<file path="src/rtl/uart_rx_fifo.sv">
// 16x-oversampled UART receiver feeding a first-word-fall-through FIFO with valid/ready output.
// Optional parity checking is compiled in when UART_RX_PARITY_EN is defined (sense chosen by PARITY_ODD).
module uart_rx_fifo #(
  parameter int DATA_BITS  = 8,
  parameter int FIFO_DEPTH = 8,
  parameter int BAUD_DIV   = 27
`ifdef UART_RX_PARITY_EN
  ,
  parameter int PARITY_ODD = 0
`endif
) (
  input  logic                                 clk,
  input  logic                                 rstn,
  input  logic                                 en,
  input  logic                                 rx,
  output logic [DATA_BITS-1:0]                 data_o,
  output logic                                 valid_out,
  input  logic                                 ready_out,
  output logic [$clog2(FIFO_DEPTH+1)-1:0]      level,
  output logic                                 rx_busy,
  output logic                                 frame_err,
  output logic                                 overrun,
  output logic                                 parity_err
);

  localparam int LW = $clog2(FIFO_DEPTH + 1);
  localparam int PW = $clog2(FIFO_DEPTH);
  localparam int BW = (BAUD_DIV > 1) ? $clog2(BAUD_DIV) : 1;
  localparam int IW = $clog2(DATA_BITS);

  localparam logic [2:0] ST_IDLE   = 3'd0;
  localparam logic [2:0] ST_START  = 3'd1;
  localparam logic [2:0] ST_DATA   = 3'd2;
`ifdef UART_RX_PARITY_EN
  localparam logic [2:0] ST_PARITY = 3'd3;
`endif
  localparam logic [2:0] ST_STOP   = 3'd4;

  logic                 sync1_reg;
  logic                 rx_s_reg;
  logic [2:0]           state_reg;
  logic [BW-1:0]        bcnt_reg;
  logic [3:0]           tcnt_reg;
  logic [IW-1:0]        bidx_reg;
  logic [DATA_BITS-1:0] shift_reg;
  logic                 push_reg;
  logic [DATA_BITS-1:0] push_data_reg;
  logic                 frame_err_reg;
  logic                 parity_err_reg;
  logic                 overrun_reg;
`ifdef UART_RX_PARITY_EN
  logic                 par_bad_reg;
`endif

  logic [DATA_BITS-1:0] mem [FIFO_DEPTH];
  logic [PW-1:0]        wr_ptr_reg;
  logic [PW-1:0]        rd_ptr_reg;
  logic [LW-1:0]        level_reg;
  logic [DATA_BITS-1:0] data_reg;

  logic          tick;
  logic          full;
  logic          empty;
  logic          do_pop;
  logic          do_push;
  logic [PW-1:0] rd_next;

  // Baud counter only runs while a frame is in progress, so the first tick lands BAUD_DIV cycles after start detect
  assign tick    = (state_reg != ST_IDLE) && (bcnt_reg == BW'(BAUD_DIV - 1));
  assign full    = (level_reg == LW'(FIFO_DEPTH));
  assign empty   = (level_reg == '0);
  assign do_pop  = !empty && ready_out;
  assign do_push = push_reg && (!full || do_pop);
  assign rd_next = rd_ptr_reg + PW'(do_pop);

  always_ff @(posedge clk) begin
    if (!rstn) begin
      sync1_reg <= 1'b1;
      rx_s_reg  <= 1'b1;
    end else begin
      sync1_reg <= rx;
      rx_s_reg  <= sync1_reg;
    end
  end

  always_ff @(posedge clk) begin
    if (!rstn) begin
      state_reg      <= ST_IDLE;
      bcnt_reg       <= '0;
      tcnt_reg       <= '0;
      bidx_reg       <= '0;
      shift_reg      <= '0;
      push_reg       <= 1'b0;
      push_data_reg  <= '0;
      frame_err_reg  <= 1'b0;
      parity_err_reg <= 1'b0;
`ifdef UART_RX_PARITY_EN
      par_bad_reg    <= 1'b0;
`endif
    end else begin
      frame_err_reg  <= 1'b0;
      parity_err_reg <= 1'b0;
      push_reg       <= 1'b0;
      if (state_reg == ST_IDLE || tick) bcnt_reg <= '0;
      else                              bcnt_reg <= bcnt_reg + 1'b1;
      if (tick) tcnt_reg <= tcnt_reg + 1'b1;
      case (state_reg)
        ST_IDLE: begin
          if (en && !rx_s_reg) begin
            state_reg <= ST_START;
            tcnt_reg  <= '0;
          end
        end
        ST_START: begin
          if (tick && tcnt_reg == 4'd7) begin
            if (rx_s_reg) begin
              state_reg <= ST_IDLE;
            end else begin
              state_reg <= ST_DATA;
              tcnt_reg  <= '0;
              bidx_reg  <= '0;
            end
          end
        end
        ST_DATA: begin
          if (tick && tcnt_reg == 4'd15) begin
            shift_reg <= {rx_s_reg, shift_reg[DATA_BITS-1:1]};
            if (bidx_reg == IW'(DATA_BITS - 1)) begin
`ifdef UART_RX_PARITY_EN
              state_reg <= ST_PARITY;
`else
              state_reg <= ST_STOP;
`endif
            end else begin
              bidx_reg <= bidx_reg + 1'b1;
            end
          end
        end
`ifdef UART_RX_PARITY_EN
        ST_PARITY: begin
          if (tick && tcnt_reg == 4'd15) begin
            par_bad_reg <= ((^shift_reg) ^ rx_s_reg) != 1'(PARITY_ODD);
            state_reg   <= ST_STOP;
          end
        end
`endif
        ST_STOP: begin
          if (tick && tcnt_reg == 4'd15) begin
            state_reg <= ST_IDLE;
            if (!rx_s_reg) begin
              frame_err_reg <= 1'b1;
`ifdef UART_RX_PARITY_EN
            end else if (par_bad_reg) begin
              parity_err_reg <= 1'b1;
`endif
            end else begin
              push_reg      <= 1'b1;
              push_data_reg <= shift_reg;
            end
          end
        end
        default: state_reg <= ST_IDLE;
      endcase
    end
  end

  always_ff @(posedge clk) begin
    if (do_push) mem[wr_ptr_reg] <= push_data_reg;
  end

  always_ff @(posedge clk) begin
    if (!rstn) begin
      wr_ptr_reg  <= '0;
      rd_ptr_reg  <= '0;
      level_reg   <= '0;
      data_reg    <= '0;
      overrun_reg <= 1'b0;
    end else begin
      overrun_reg <= push_reg && full && !do_pop;
      if (do_push) wr_ptr_reg <= wr_ptr_reg + 1'b1;
      rd_ptr_reg <= rd_next;
      case ({do_push, do_pop})
        2'b10:   level_reg <= level_reg + LW'(1);
        2'b01:   level_reg <= level_reg - LW'(1);
        default: level_reg <= level_reg;
      endcase
      // The head slot is being written this cycle when the FIFO is empty or its last entry is leaving
      if (do_push && (empty || (do_pop && level_reg == LW'(1)))) data_reg <= push_data_reg;
      else if (do_pop && level_reg > LW'(1))                     data_reg <= mem[rd_next];
    end
  end

  assign data_o     = data_reg;
  assign valid_out  = !empty;
  assign level      = level_reg;
  assign rx_busy    = (state_reg != ST_IDLE);
  assign frame_err  = frame_err_reg;
  assign overrun    = overrun_reg;
  assign parity_err = parity_err_reg;

endmodule

</file>
<file path="config.mk">
export PLATFORM = sky130hd
export DESIGN_NAME = uart_rx_fifo
export DESIGN_NICKNAME = d
export VERILOG_FILES = /design/src/rtl/uart_rx_fifo.sv
export SDC_FILE = /design/constraint.sdc
export NUM_CORES = 1
export LEC_CHECK = 0
export ABC_CLOCK_PERIOD_IN_PS = 5800
export CAP_MARGIN = 20
export CORE_UTILIZATION = 65
export DETAILED_ROUTE_END_ITERATION = 10
export DONT_BUFFER_PORTS = 1
export GPL_ROUTABILITY_DRIVEN = 0
export PLACE_DENSITY = 0.81
export RECOVER_POWER = 50
export SYNTH_ARGS = -nofsm -noshare
export SYNTH_HDL_FRONTEND = slang
export SYNTH_SLANG_ARGS = --single-unit
</file>
<file path="constraint.sdc">
create_clock -name clk -period 5.8 [get_ports clk]
set_input_delay 1.16 -clock clk [delete_from_list [all_inputs] [get_ports clk]]
set_output_delay 1.16 -clock clk [all_outputs]
set_load 0.05 [all_outputs]
</file>
## Word-level counts from Yosys, hierarchy flattened

Memories as Yosys holds them, arrays and structs flattened.
Index checks and enable logic that the tools add are counted.
Widths: inputs -> output; s select.

- Order comparisons: 1
- Add/sub/neg operators: 7
- Bitwise gates (word level): 1
- Equal/unequal tests: 18
- Reductions and logical operators: 30
- Multiplexer cells: 24

Operator list:

| operator | count |
|---|---|
| $mux 3 | 9 |
| $mux 4 | 4 |
| $mux 8 | 2 |
| $pmux 4 s2 | 2 |
| $ne 2x2->1 const B | 6 |
| $pmux 3 s4 | 1 |
| $logic_and 1x1->1 | 11 |
| $reduce_and 5->1 | 2 |
| $add 4x1->4 const B | 2 |
| $eq 4x4->1 const B | 2 |
| $add 3x1->3 const B | 2 |
| $eq 3x3->1 const B | 2 |
| $pmux 3 s2 | 1 |
| $reduce_and 3->1 | 2 |
| $reduce_bool 2->1 | 3 |
| $add 5x1->5 const B | 1 |
| $eq 5x5->1 const B | 1 |
| $eq 4x1->1 const B | 1 |
| $eq 4x3->1 const B | 1 |
| $gt 4x1->1 const B | 1 |
| $logic_not 1->1 | 4 |
| $logic_not 4->1 | 1 |
| $mux 1 | 4 |
| $sub 4x1->4 const B | 1 |
| 13 further kinds | 15 |

- Output and inout bits: 17
- Register bits after elaboration: 54
- Memories: 1
- Word-level logic and storage cells: 97
- Bits in writable memories: 64
- Input port bits: 5

Memories:

| memory | depth | width | rd ports | clocked after Yosys merged registers in | write ports | line | text |
|---|---|---|---|---|---|---|---|
| mem | 8 | 8 | 1 | 0 | 1 | 55 | `logic [DATA_BITS-1:0] mem [FIFO_DEPTH];` |

## Depth between registers and ports, before layout

- Word-level depth: 7
- Gate-level depth with buffers: 12
- Mapped depth without buffers: 10

## Worst setup path before layout

No wires, ideal clock.

- Path type: input -> register
- Start: in ready_out
- End: reg data_reg[6], in the netlist data_o[6]
- Path buffers: 2
- Path slack: 2743 ps
- Data arrival time: 2931 ps
- Required time: 5675 ps
- Library setup time: 125 ps
- Stages: 8
- Cell sequence: nor2b_1 > ha_1 > ha_1 > clkbuf_1 > buf_1 > mux2_2 > o22ai_1 > o21ai_0

- Cells in the longest elaborated chain, start to end: 5
- Elaborated cells between the ends (all ways): 12
- Those cells by class: add/sub (1); mux (2); reduce/logical (8); memory (1)

RTL lines:

| element | line | text |
|---|---|---|
| from (decl) | 18 | `input logic ready_out,` |
| $logic_and 1x1->1 | 72 | `assign do_pop = !empty && ready_out;` |
| $add 3x1->3 | 74 | `assign rd_next = rd_ptr_reg + PW'(do_pop);` |
| via rd_next[1] | 66 | `logic [PW-1:0] rd_next;` |
| $mem_v2 8x8 | - |  |
| $mux 8 | 189 | `else if (do_pop && level_reg > LW'(1)) data_reg <= mem[rd_next];` |
| $mux 8 | 188 | `if (do_push && (empty \|\| (do_pop && level_reg == LW'(1)))) data_reg <= push_data_reg;` |
| to (signal assigned) | 188 |  |
| to (signal assigned) | 189 |  |
| to (decl) | 59 | `logic [DATA_BITS-1:0] data_reg;` |

The timed path passes the listed nets, and every way through them passes these cells. The select of a mux whose other input is x is not followed.
A chain may end at the register's enable or synchronous reset.

## Final worst setup path

- Start: reg level_reg[1], in the netlist level[1]
- End: reg data_reg[7], in the netlist data_o[7]

- Cells in the longest elaborated chain, start to end: 7
- Elaborated cells between the ends (all ways): 18
- Those cells by class: add/sub (1); order compare (1); eq/ne (2); mux (2); reduce/logical (11); memory (1)

RTL lines:

| element | line | text |
|---|---|---|
| from (decl) | 58 | `logic [LW-1:0] level_reg;` |
| from (signal assigned) | 183 | `2'b10: level_reg <= level_reg + LW'(1);` |
| from (signal assigned) | 184 | `2'b01: level_reg <= level_reg - LW'(1);` |
| from (signal assigned) | 185 | `default: level_reg <= level_reg;` |
| $logic_not 4->1 | 71 | `assign empty = (level_reg == '0);` |
| $logic_not 1->1 | 72 |  |
| $logic_and 1x1->1 | 72 |  |
| $add 3x1->3 (tied with other cells) | 74 |  |
| $mem_v2 8x8 (tied with other cells) | - |  |
| $mux 8 or $logic_and 1x1->1 (tied branches) | 189, 188 |  |
| $mux 8 or $reduce_bool 2->1 (tied branches) | - |  |

Several ways; a longest one is shown, not always the timed one. The select of a mux whose other input is x is not followed.

==> metrics.txt <==
hold path start=sync1_reg; power per cell area=approximately 350 nW/um^2; hold slack=between 0.4 and 0.5 ns; ANT cells=0; multiplexer share of the synthesized area=0.1057; most frequent cells in the layout=edfxtp_1 (64), dfxtp_1 (54), mux2i_1 (25), mux2_2 (24); ys flop type=edfxtp_1; TNS Setup=0 ns; worst vdd ir=0.2354 mV; post-CTS sizing=0; CP peak stage delay=between 0.7 and 0.8 ns; Hold-fix buffers, CTS=0; pins over their slew limit=0; Num CTS Buffers=17; via count=3070; worst r2r src=level[1]; Port Buffers=0; CP top delay family=simple AND/OR/NAND/NOR gates; Worst path slowest cell=xnor2_1; number of flip-flops in the largest register=64; Largest Register=mem; Seq. cell area=around 3000 um^2; Max-slew headroom=0.03044; Final Cycle Share=0.6114; Layout Nets=between 400 and 500; worst-margin pin slew=1.443 ns; Sink Count=between 100 and 150; Post-Synth Simple-Gate Area=0.1359; grt total ovfl=0; num rows=31; WHS Path Cells=1; syn avg cell area=~13 um^2; Worst Setup Start Kind=register; adder-cell share of the synthesized area=0.03049; Tmin final=approximately 3.5 ns; ANT nets after route=0; initial antenna violation count=0; Min-Delay Path Class=reg -> reg; Initial Util=0.6754; Post-Syn Nets=404; cell count after synthesis=just under 400; GRT Total Usage=0.2611; fraction of layout cells with a size suffix above 1=0.1663; register-to-register setup slack=around 2.3 ns; number of global-route vias before repair=about 3000; WP buf/inv=1; die height=~89 um; Final Hold Viols=0; FILL cells=450; Post-synth ARST share=0; fin worst setup slack=around 2.3 ns; Reg clk slew, reported paths=0.06 ns; worst slack, placed=about 2.4 ns; synthesized cell area=between 4000 and 5000 um^2; layout overhead on the synthesized area=14.46%; Worst R2R End=data_o[7]; post-detail-place hpwl=between 5000 and 6000 um; WL final=9399 um; Yosys reg bits=about 120; Hold EP=rx_s_reg; CP dominant cell by count=ha_1; arrival time worst endpoint=about 4 ns; Setup CP Type=reg -> reg; LEAKAGE=1.878 nW; RSZ-0062 raised after global routing=false; IO Count=22; die area=a little under 8000 um^2; Clock Skew=roughly 0.008 ns; Initial DRC Count=between 200 and 250; sequential share of the synthesized area=0.6098; CTS Root Cell=clkbuf_8; largest family of logic cells by synthesized area=simple AND/OR/NAND/NOR gates; overall die width=89.05 um; via/cell ratio=6.043; Worst-Skew Late Latency=slightly above 0.5 ns; Synth cell types=45; final setup fails=0; worst-path maximum fanout=12; first-pass GRT wire length=between 10000 and 15000 um; leading cell type in the layout, fill and taps excluded=edfxtp_1; wire length per cell=approximately 19 um; crit end category=register; multi-input logic area=between 1500 and 2000 um^2; post-synthesis xor/xnor area fraction=0.01956; CORE AREA=roughly 7300 um^2; number of synthesized flops with an enable pin=between 60 and 70; compound-gate portion of the synthesized area=0.07851; Worst R2R Path Depth=10; CTS tree=done; Critical Path, Cell by Cell=inv_1, ha_1, nor3b_1, nor2b_1, ha_1, ha_1, xnor2_1, nand2b_1, o22ai_1, o21ai_0; status=completed; Pre-antenna DRT Iters=5; Post-CTS Setup Bufs=0; largest net degree at the start of global routing=49; fmax=282.0 MHz; max_cap viols=0; Ys Warns=0; DRC viols=0; Clock Tree Buf Depth=2; critical path data required time=6.18 ns; H-tree depth=4
-- kinds of logic after synthesis --
group | count (synthesis)
DFF | 118
buffers and inverters | 23
AOI/OAI and AO/OA | 57
xor gates and xnor gates | 11
adders and majority gates | 12
and+or+nand+nor | 116
other | 1
muxes | 49
-- worst max path at each step --
stage	slack (ns)	cells past startpoint	start	endpoint
after floorplan	2.74	8	ready_out	data_o[6]
after global placement	2.66	7	ready_out	level[3]
after detailed placement	2.40	10	level[1]	data_o[4]
after CTS	2.30	10	level[1]	data_o[7]
after global routing	2.05	10	level[1]	data_o[7]
final	2.25	10	level[1]	data_o[7]
-- power by group --
part           switching, mW  leakage, nW  internal [mW]
Combinational        0.00450        0.558        0.00412
Sequential           0.00128         1.03          0.873
Clock                  0.362        0.292          0.734
Total                  0.368         1.88           1.61
-- cell type report --
class                      instances  share of cell area
clock inverter                    15             0.03729
multi-input combinational        246              0.3221
inverter                           5            0.003330
sequential                       118              0.5327
clock buffer                      17             0.07347
timing repair buffer               8            0.009101
tap                               99             0.02198
-- metal layers --
layer,vias to the layer above,global-route usage,wire length [um]
met4,0,0.1284,205
met1,1500,0.3029,3884
met3,22,0.06741,426
met5,-,0,0
met2,93,0.4524,4882
li1,1455,-,-
-- per-stage QoR --
step                      instances    util  power, mW  instance area (um^2)
after floorplan                 387       -     0.9036                  4925
after global placement          473  0.6879     0.9005                  5016
after detailed placement        473  0.6879     0.9007                  5016
after CTS                       505  0.7735      1.982                  5640
after global routing            508  0.7730      2.020                  5637
final                           508  0.7730      1.980                  5637
-- synthesized netlist by cell type (2+ instances only) --
master	count	share of area
a21boi_0	4	0.0061
a21oi_1	7	0.0071
a32oi_1	8	0.014
and2_1	8	0.010
buf_1	4	0.0030
buf_4	2	0.0030
clkbuf_1	11	0.0084
dfxtp_1	54	0.22
edfxtp_1	64	0.39
ha_1	12	0.030
inv_1	5	0.0038
mux2_2	24	0.055
mux2i_1	25	0.051
nand2_1	13	0.0099
nand2b_1	10	0.013
nand3_1	18	0.018
nand4b_1	3	0.0053
nand4bb_1	2	0.0046
nor2_1	16	0.012
nor2b_1	18	0.023
nor3_1	8	0.0081
nor3b_1	2	0.0030
nor4_1	3	0.0038
o211a_1	2	0.0041
o211ai_1	8	0.012
o21ai_0	14	0.014
o22ai_1	8	0.010
or2_0	2	0.0025
or2_2	4	0.0051
or3_1	2	0.0025
or3b_2	3	0.0053
xnor2_1	7	0.012
xor2_1	4	0.0071
Note: power is estimated with default switching activity, not from simulation.
